==> src/rtl/dmem_arbiter_pkg.sv <==
// Shared definitions for the data-memory arbiter: state encoding,
// default memory size and the address legality check.
package dmem_pkg;

  localparam logic [1:0] S_IDLE  = 2'd0;
  localparam logic [1:0] S_ISSUE = 2'd1;
  localparam logic [1:0] S_RESP  = 2'd2;

  typedef enum logic [1:0] {
    IDLE  = S_IDLE,
    ISSUE = S_ISSUE,
    RESP  = S_RESP
  } state_t;

  localparam logic [31:0] MEM_BYTES_DEF = 32'h0000_0080;

  // An access is illegal when it falls past the end of dataMem or is not word aligned.
  function automatic logic addr_err(input logic [31:0] addr, input logic [31:0] limit);
    return (addr >= limit) || (addr[1:0] != 2'b00);
  endfunction

endpackage

==> src/rtl/dmem_arbiter_if.sv <==
// One requester's request/response channel into the data-memory arbiter.
interface dmem_arbiter_if #(
  parameter int DATA_W = 32,
  parameter int ADDR_W = 32
);
  logic              req_valid;
  logic              req_we;
  logic [ADDR_W-1:0] req_addr;
  logic [DATA_W-1:0] req_wdata;
  logic              req_ready;
  logic              rsp_valid;
  logic [DATA_W-1:0] rsp_rdata;
  logic              rsp_err;

  modport master (
    output req_valid, req_we, req_addr, req_wdata,
    input  req_ready, rsp_valid, rsp_rdata, rsp_err
  );

  modport slave (
    input  req_valid, req_we, req_addr, req_wdata,
    output req_ready, rsp_valid, rsp_rdata, rsp_err
  );
endinterface

==> src/rtl/dmem_arbiter_rr_arb2.sv <==
// Two-way round-robin grant. On a tie the port that did not win last
// time is granted; last_grant only moves when the caller commits a grant.
module rr_arb2 (
  input  logic       clk,
  input  logic       rst,
  input  logic [1:0] req,
  input  logic       upd,
  output logic [1:0] gnt
);

  logic last_grant;

  // Grant decode: a lone requester always wins, a tie goes away from last_grant.
  always_comb begin
    gnt = 2'b00;
    case (req)
      2'b01:   gnt = 2'b01;
      2'b10:   gnt = 2'b10;
      2'b11:   gnt = last_grant ? 2'b01 : 2'b10;
      default: gnt = 2'b00;
    endcase
  end

  // Remember the committed winner; reset value favours port 0 on the first tie.
  always_ff @(posedge clk) begin
    if (rst)
      last_grant <= 1'b1;
    else if (upd)
      last_grant <= gnt[1];
  end

endmodule

==> src/rtl/dmem_arbiter.sv <==
// Shares single-port dataMem between the CPU MEM stage (port 0) and the
// debug/loader port (port 1). Each access runs IDLE -> ISSUE -> RESP.
module dmem_arbiter
  import dmem_pkg::*;
#(
  parameter int          DATA_W    = 32,
  parameter int          ADDR_W    = 32,
  parameter logic [31:0] MEM_BYTES = MEM_BYTES_DEF
) (
  input  logic              CLK,
  input  logic              RST,
  dmem_arbiter_if.slave     p0,
  dmem_arbiter_if.slave     p1,
  output logic [ADDR_W-1:0] mem_addr,
  output logic [DATA_W-1:0] mem_storeW,
  output logic              mem_store,
  input  logic [DATA_W-1:0] mem_out
);

  state_t            state, state_nxt;
  logic [1:0]        req, gnt;
  logic              accept;

  logic              we_p0;
  logic [ADDR_W-1:0] addr_p0;
  logic [DATA_W-1:0] wdata_p0;
  logic              port_p0;
  logic              err_p0;
  logic [DATA_W-1:0] rdata_p1;

  assign req    = {p1.req_valid, p0.req_valid};
  assign accept = (state == IDLE) && (req != 2'b00);

  rr_arb2 u_arb (
    .clk (CLK),
    .rst (RST),
    .req (req),
    .upd (accept),
    .gnt (gnt)
  );

  // State register; reset aborts any transaction in flight.
  always_ff @(posedge CLK) begin
    if (RST)
      state <= IDLE;
    else
      state <= state_nxt;
  end

  // ---- stage p0: capture the granted request at the accept edge ----
  // Datapath capture; later changes on the request inputs are ignored.
  always_ff @(posedge CLK) begin
    if (accept) begin
      we_p0    <= gnt[1] ? p1.req_we    : p0.req_we;
      addr_p0  <= gnt[1] ? p1.req_addr  : p0.req_addr;
      wdata_p0 <= gnt[1] ? p1.req_wdata : p0.req_wdata;
      port_p0  <= gnt[1];
      err_p0   <= addr_err(32'(gnt[1] ? p1.req_addr : p0.req_addr), MEM_BYTES);
    end
  end

  // ---- stage p1: register the memory read at the ISSUE -> RESP edge ----
  // Stores and illegal accesses return zero data.
  always_ff @(posedge CLK) begin
    if (state == ISSUE)
      rdata_p1 <= (we_p0 || err_p0) ? '0 : mem_out;
  end

  // Next state plus every output; all outputs idle at zero outside their state.
  always_comb begin
    state_nxt    = state;
    p0.req_ready = 1'b0;
    p1.req_ready = 1'b0;
    p0.rsp_valid = 1'b0;
    p0.rsp_rdata = '0;
    p0.rsp_err   = 1'b0;
    p1.rsp_valid = 1'b0;
    p1.rsp_rdata = '0;
    p1.rsp_err   = 1'b0;
    mem_addr     = '0;
    mem_storeW   = '0;
    mem_store    = 1'b0;
    case (state)
      IDLE: begin
        p0.req_ready = gnt[0];
        p1.req_ready = gnt[1];
        if (accept)
          state_nxt = ISSUE;
      end
      ISSUE: begin
        mem_addr   = addr_p0;
        mem_storeW = wdata_p0;
        // Reset in this cycle must not let the write land.
        mem_store  = we_p0 && !err_p0 && !RST;
        state_nxt  = RESP;
      end
      RESP: begin
        if (port_p0) begin
          p1.rsp_valid = 1'b1;
          p1.rsp_rdata = rdata_p1;
          p1.rsp_err   = err_p0;
        end else begin
          p0.rsp_valid = 1'b1;
          p0.rsp_rdata = rdata_p1;
          p0.rsp_err   = err_p0;
        end
        state_nxt = IDLE;
      end
      default: state_nxt = IDLE;
    endcase
  end

endmodule

==> src/flat_wrapper.sv <==
// flat-port wrapper written by rule: the top's interface ports become plain ports
module dmem_arbiter_flat import dmem_pkg::*;
#(
  parameter int          DATA_W    = 32,
  parameter int          ADDR_W    = 32,
  parameter logic [31:0] MEM_BYTES = MEM_BYTES_DEF
)
  (CLK, RST, mem_addr, mem_storeW, mem_store, mem_out, p0_req_valid, p0_req_we, p0_req_addr, p0_req_wdata, p0_req_ready, p0_rsp_valid, p0_rsp_rdata, p0_rsp_err, p1_req_valid, p1_req_we, p1_req_addr, p1_req_wdata, p1_req_ready, p1_rsp_valid, p1_rsp_rdata, p1_rsp_err);
  dmem_arbiter_if #(.DATA_W(DATA_W), .ADDR_W(ADDR_W)) p0_i ();
  dmem_arbiter_if #(.DATA_W(DATA_W), .ADDR_W(ADDR_W)) p1_i ();
  input  logic CLK;
  input  logic RST;
  output logic [ADDR_W-1:0] mem_addr;
  output logic [DATA_W-1:0] mem_storeW;
  output logic mem_store;
  input  logic [DATA_W-1:0] mem_out;
  input wire logic [$bits(p0_i.req_valid)-1:0] p0_req_valid;
  input wire logic [$bits(p0_i.req_we)-1:0] p0_req_we;
  input wire logic [$bits(p0_i.req_addr)-1:0] p0_req_addr;
  input wire logic [$bits(p0_i.req_wdata)-1:0] p0_req_wdata;
  output wire logic [$bits(p0_i.req_ready)-1:0] p0_req_ready;
  output wire logic [$bits(p0_i.rsp_valid)-1:0] p0_rsp_valid;
  output wire logic [$bits(p0_i.rsp_rdata)-1:0] p0_rsp_rdata;
  output wire logic [$bits(p0_i.rsp_err)-1:0] p0_rsp_err;
  input wire logic [$bits(p1_i.req_valid)-1:0] p1_req_valid;
  input wire logic [$bits(p1_i.req_we)-1:0] p1_req_we;
  input wire logic [$bits(p1_i.req_addr)-1:0] p1_req_addr;
  input wire logic [$bits(p1_i.req_wdata)-1:0] p1_req_wdata;
  output wire logic [$bits(p1_i.req_ready)-1:0] p1_req_ready;
  output wire logic [$bits(p1_i.rsp_valid)-1:0] p1_rsp_valid;
  output wire logic [$bits(p1_i.rsp_rdata)-1:0] p1_rsp_rdata;
  output wire logic [$bits(p1_i.rsp_err)-1:0] p1_rsp_err;
  assign p0_i.req_valid = p0_req_valid;
  assign p0_i.req_we = p0_req_we;
  assign p0_i.req_addr = p0_req_addr;
  assign p0_i.req_wdata = p0_req_wdata;
  assign p0_req_ready = p0_i.req_ready;
  assign p0_rsp_valid = p0_i.rsp_valid;
  assign p0_rsp_rdata = p0_i.rsp_rdata;
  assign p0_rsp_err = p0_i.rsp_err;
  assign p1_i.req_valid = p1_req_valid;
  assign p1_i.req_we = p1_req_we;
  assign p1_i.req_addr = p1_req_addr;
  assign p1_i.req_wdata = p1_req_wdata;
  assign p1_req_ready = p1_i.req_ready;
  assign p1_rsp_valid = p1_i.rsp_valid;
  assign p1_rsp_rdata = p1_i.rsp_rdata;
  assign p1_rsp_err = p1_i.rsp_err;
  dmem_arbiter #(.DATA_W(DATA_W), .ADDR_W(ADDR_W), .MEM_BYTES(MEM_BYTES)) u_core (.CLK(CLK), .RST(RST), .p0(p0_i), .p1(p1_i), .mem_addr(mem_addr), .mem_storeW(mem_storeW), .mem_store(mem_store), .mem_out(mem_out));
endmodule
==> config.mk <==
export PLATFORM = sky130hd
export DESIGN_NAME = dmem_arbiter_flat
export DESIGN_NICKNAME = d
export VERILOG_FILES = /design/src/rtl/dmem_arbiter_pkg.sv /design/src/rtl/dmem_arbiter_if.sv /design/src/rtl/dmem_arbiter_rr_arb2.sv /design/src/rtl/dmem_arbiter.sv /design/src/flat_wrapper.sv
export SDC_FILE = /design/constraint.sdc
export NUM_CORES = 1
export LEC_CHECK = 0
export ABC_AREA = 1
export CAP_MARGIN = 20
export CORE_UTILIZATION = 35
export CTS_CLUSTER_DIAMETER = 30
export DETAILED_ROUTE_END_ITERATION = 6
export GPL_ROUTABILITY_DRIVEN = 0
export PLACE_DENSITY = 0.77
export SYNTH_ARGS = -nofsm -noshare
export SYNTH_HDL_FRONTEND = slang
export SYNTH_SLANG_ARGS = --single-unit
==> constraint.sdc <==
create_clock -name CLK -period 4.3 [get_ports CLK]
set_input_delay 0.645 -clock CLK [delete_from_list [all_inputs] [get_ports CLK]]
set_output_delay 0.645 -clock CLK [all_outputs]
set_load 0.02 [all_outputs]
==> flow_metrics.py <==
metrics = {
    "logic_synthesis": {
        "avgSynthCellArea_sq_um": 7.647,
        "async_flop_share_pct": 0,
        "synthTopCellsByArea": "edfxtp_1, inv_1, nand2_1, nor2_1, nand3b_1",
        "synth.distinct_cells": 19,
        "synth_commonest_cells": "inv_1, nand2_1, nor2_1",
        "synth_top_flop_cell": "edfxtp_1",
        "synthCells": 718,
        "yosysTopAreaCell": "edfxtp_1",
        "syn-num-nets": 884,
        "synth.cell_area_sq_um": 5490,
        "ys_seq_area_share_pct": 55.24,
        "synth_top_area_share_pct": 54.15,
        "synth_edf_count": 99,
        "synth_most_common_cell": "inv_1",
        "yosysWarnings": 0,
        "yosys_register_bits": 102,
    },
    "worst_setup_path": {
        "worstSetupPathType": "register to output pin",
        "cp.arrival_ps": 2650,
        "r2r_start": "u_core.u_arb.last_grant",
        "cp.required_ps": 3650,
        "cp-endpoint": "mem_storeW[7]",
        "crit_start": "u_core.state[0]",
        "reg2regPathDepth": 8,
        "ff2ff_setup_slack_ps": 1920,
        "cp-start-kind": "register",
        "timing.rr.end": "u_core.err_p0",
        "cp-end-kind": "output pin",
        "worstPathMaxFanout": 34,
    },
    "timing": {
        "min_period_ps": 3292,
        "rsz0062_at_grt": "false",
        "final.period_utilization_pct": 76.55,
        "setup_viol": 0,
        "fin_skew_ps": 7.522,
        "max_slew_margin_pct": 30.85,
        "finalSetupTns_ps": 0,
        "hold_violations": 0,
        "maxSlewViolCount": 0,
        "tightest_slew_ps": 1035,
        "max_freq_mhz": 303.8,
    },
    "global_routing": {
        "antenna_found_initial": 0,
        "grt_overflow": 0,
        "grt.total_usage_pct": 19.26,
        "first_global_vias": 4648,
        "grt_pass1_wl_um": 23690,
        "grt_max_degree": 69,
    },
    "floorplan": {
        "core_sq_um": 15260,
        "die_x_um": 127.2,
        "pin_count": 301,
        "core.rowCount": 45,
        "die_h_um": 127.2,
        "dieArea_sq_um": 16190,
        "initial_core_util_pct": 35.98,
    },
    "placement": {
        "dpl.hpwl_um": 11750,
        "placed_cells": 1204,
        "portBuffers": 300,
    },
    "worst_hold_path": {
        "hold_path_class": "register to register",
    },
    "layout": {
        "antenna_cells": 0,
        "layout-drive-gt1-share_pct": 2.676,
        "nNetsFinal": 1170,
        "synthToLayoutAreaGrowth_pct": 64.29,
        "postLayoutCoreUtil_pct": 59.11,
        "instances_no_fill": 1220,
    },
    "drt": {
        "totalWireLength_um": 15420,
        "detail_route.wl_per_cell_um": 12.64,
        "drt_iter0_drc": 229,
        "num_vias": 5087,
        "dr.pass1.iters": 4,
        "drc": 0,
        "drtAntennaViolNets": 0,
        "viasPerCell": 4.170,
    },
    "clocking": {
        "cts_hold_buf": 0,
        "clock-sinks": 102,
        "ctsHtreeMaxLevel": 3,
        "cts_resized": 0,
        "numCtsBuffers": 9,
        "cts_root_buf": "clkbuf_16",
        "clkTransAtPathRegs_ps": 60,
        "clock_latency_ps": 350,
        "cts_setup_buffers": 0,
        "cts_tree": "yes",
        "clk_path_buf_depth": 2,
    },
    "pwr": {
        "power_mw": 2.841,
        "p_per_area_nw_per_um2": 314.9,
        "p_leak_nw": 4.236,
        "peakVddDrop_v": 0.0001651,
    },
    "status": {
        "status": "completed",
    },
    "job": {
        "drv_cap": 0,
    },
}
sequential cells by signal, summed over array words and instances, names as in the netlist:
signal / flops
u_core.addr_p0: 32
u_core.rdata_p1: 32
u_core.wdata_p0: 32
u_core.state: 2
u_core.err_p0: 1
u_core.port_p0: 1
u_core.u_arb.last_grant: 1
u_core.we_p0: 1
critical path, stage by stage (launching register included):
cell	delay (ps)
dfxtp_1	320
inv_1	70
nor2_4	70
buf_4	370
inv_2	340
buf_4	350
nor2_1	120
clkdlybuf4s50_1	650
cell type report:
class / count / area (sq um)
multi-input cells: 394 / 1593
clock inverters: 7 / 136.4
well taps: 211 / 264.0
flip-flops and latches: 102 / 3033
inverters: 190 / 713.2
clock buffers: 9 / 225.2
repair buffers: 307 / 3055
fillers: 1341 / 6238
power breakdown:
part           switching (mW)  internal (mW)  total, mW  leakage [nW]
logic                   0.325          0.295      0.620          3.07
registers              0.0242           1.21       1.23         0.989
clock network           0.362          0.625      0.987         0.173
total                   0.711           2.13       2.84          4.24
cells by family (layout without fill, tap and decap cells):
kind of cell           after synthesis  after routing  share of synthesized area [%]
AND/OR/NAND/NOR                    388            388                          28.33
buffers and inverters              222            513                          15.88
flip-flops                         102            102                          55.24
AO/OA/AOI/OAI                        6              6                         0.5468
how the worst min path moves through the flow:
stage	startpoint	endpoint	slack (ps)	depth (start not counted)
after floorplan	u_core.u_arb.last_grant	u_core.u_arb.last_grant	460	2
after global placement	u_core.u_arb.last_grant	u_core.u_arb.last_grant	520	2
after detailed placement	u_core.u_arb.last_grant	u_core.u_arb.last_grant	520	2
after CTS	u_core.u_arb.last_grant	u_core.u_arb.last_grant	540	2
after global routing	u_core.u_arb.last_grant	u_core.u_arb.last_grant	590	2
final	u_core.u_arb.last_grant	u_core.u_arb.last_grant	520	2
cell usage in the layout (no fill, tap or decap), types with 2 or more instances in the layout:
cell	Yosys	final
dfxtp_1	3	3
bufinv_16	0	4
buf_4	2	7
nand2_1	183	183
inv_1	190	188
inv_2	0	2
o21ai_1	2	2
nor2_1	178	177
clkbuf_16	0	9
nand3b_1	22	22
clkdlybuf4s50_1	0	300
o21ai_0	3	3
edfxtp_1	99	99
per-layer routing:
metal	up-vias	GRT usage [%]	wire, um
met3	27	5.025	1217
met5	-	0	0
li1	2647	-	-
met2	219	33.90	7742
met4	0	8.824	444
met1	2194	21.92	6018
stage by stage:
step	setup WS [ps]	cell area, sq um	hold WS [ps]
floorplan	838.7	5490	455.7
finish	1008	9020	524.0
global route	775.1	9020	585.1
CTS	921.2	9020	537.8
detailed placement	1105	8658	521.5
global placement	1169	8658	522.9
(Power assumes the default switching activity.)
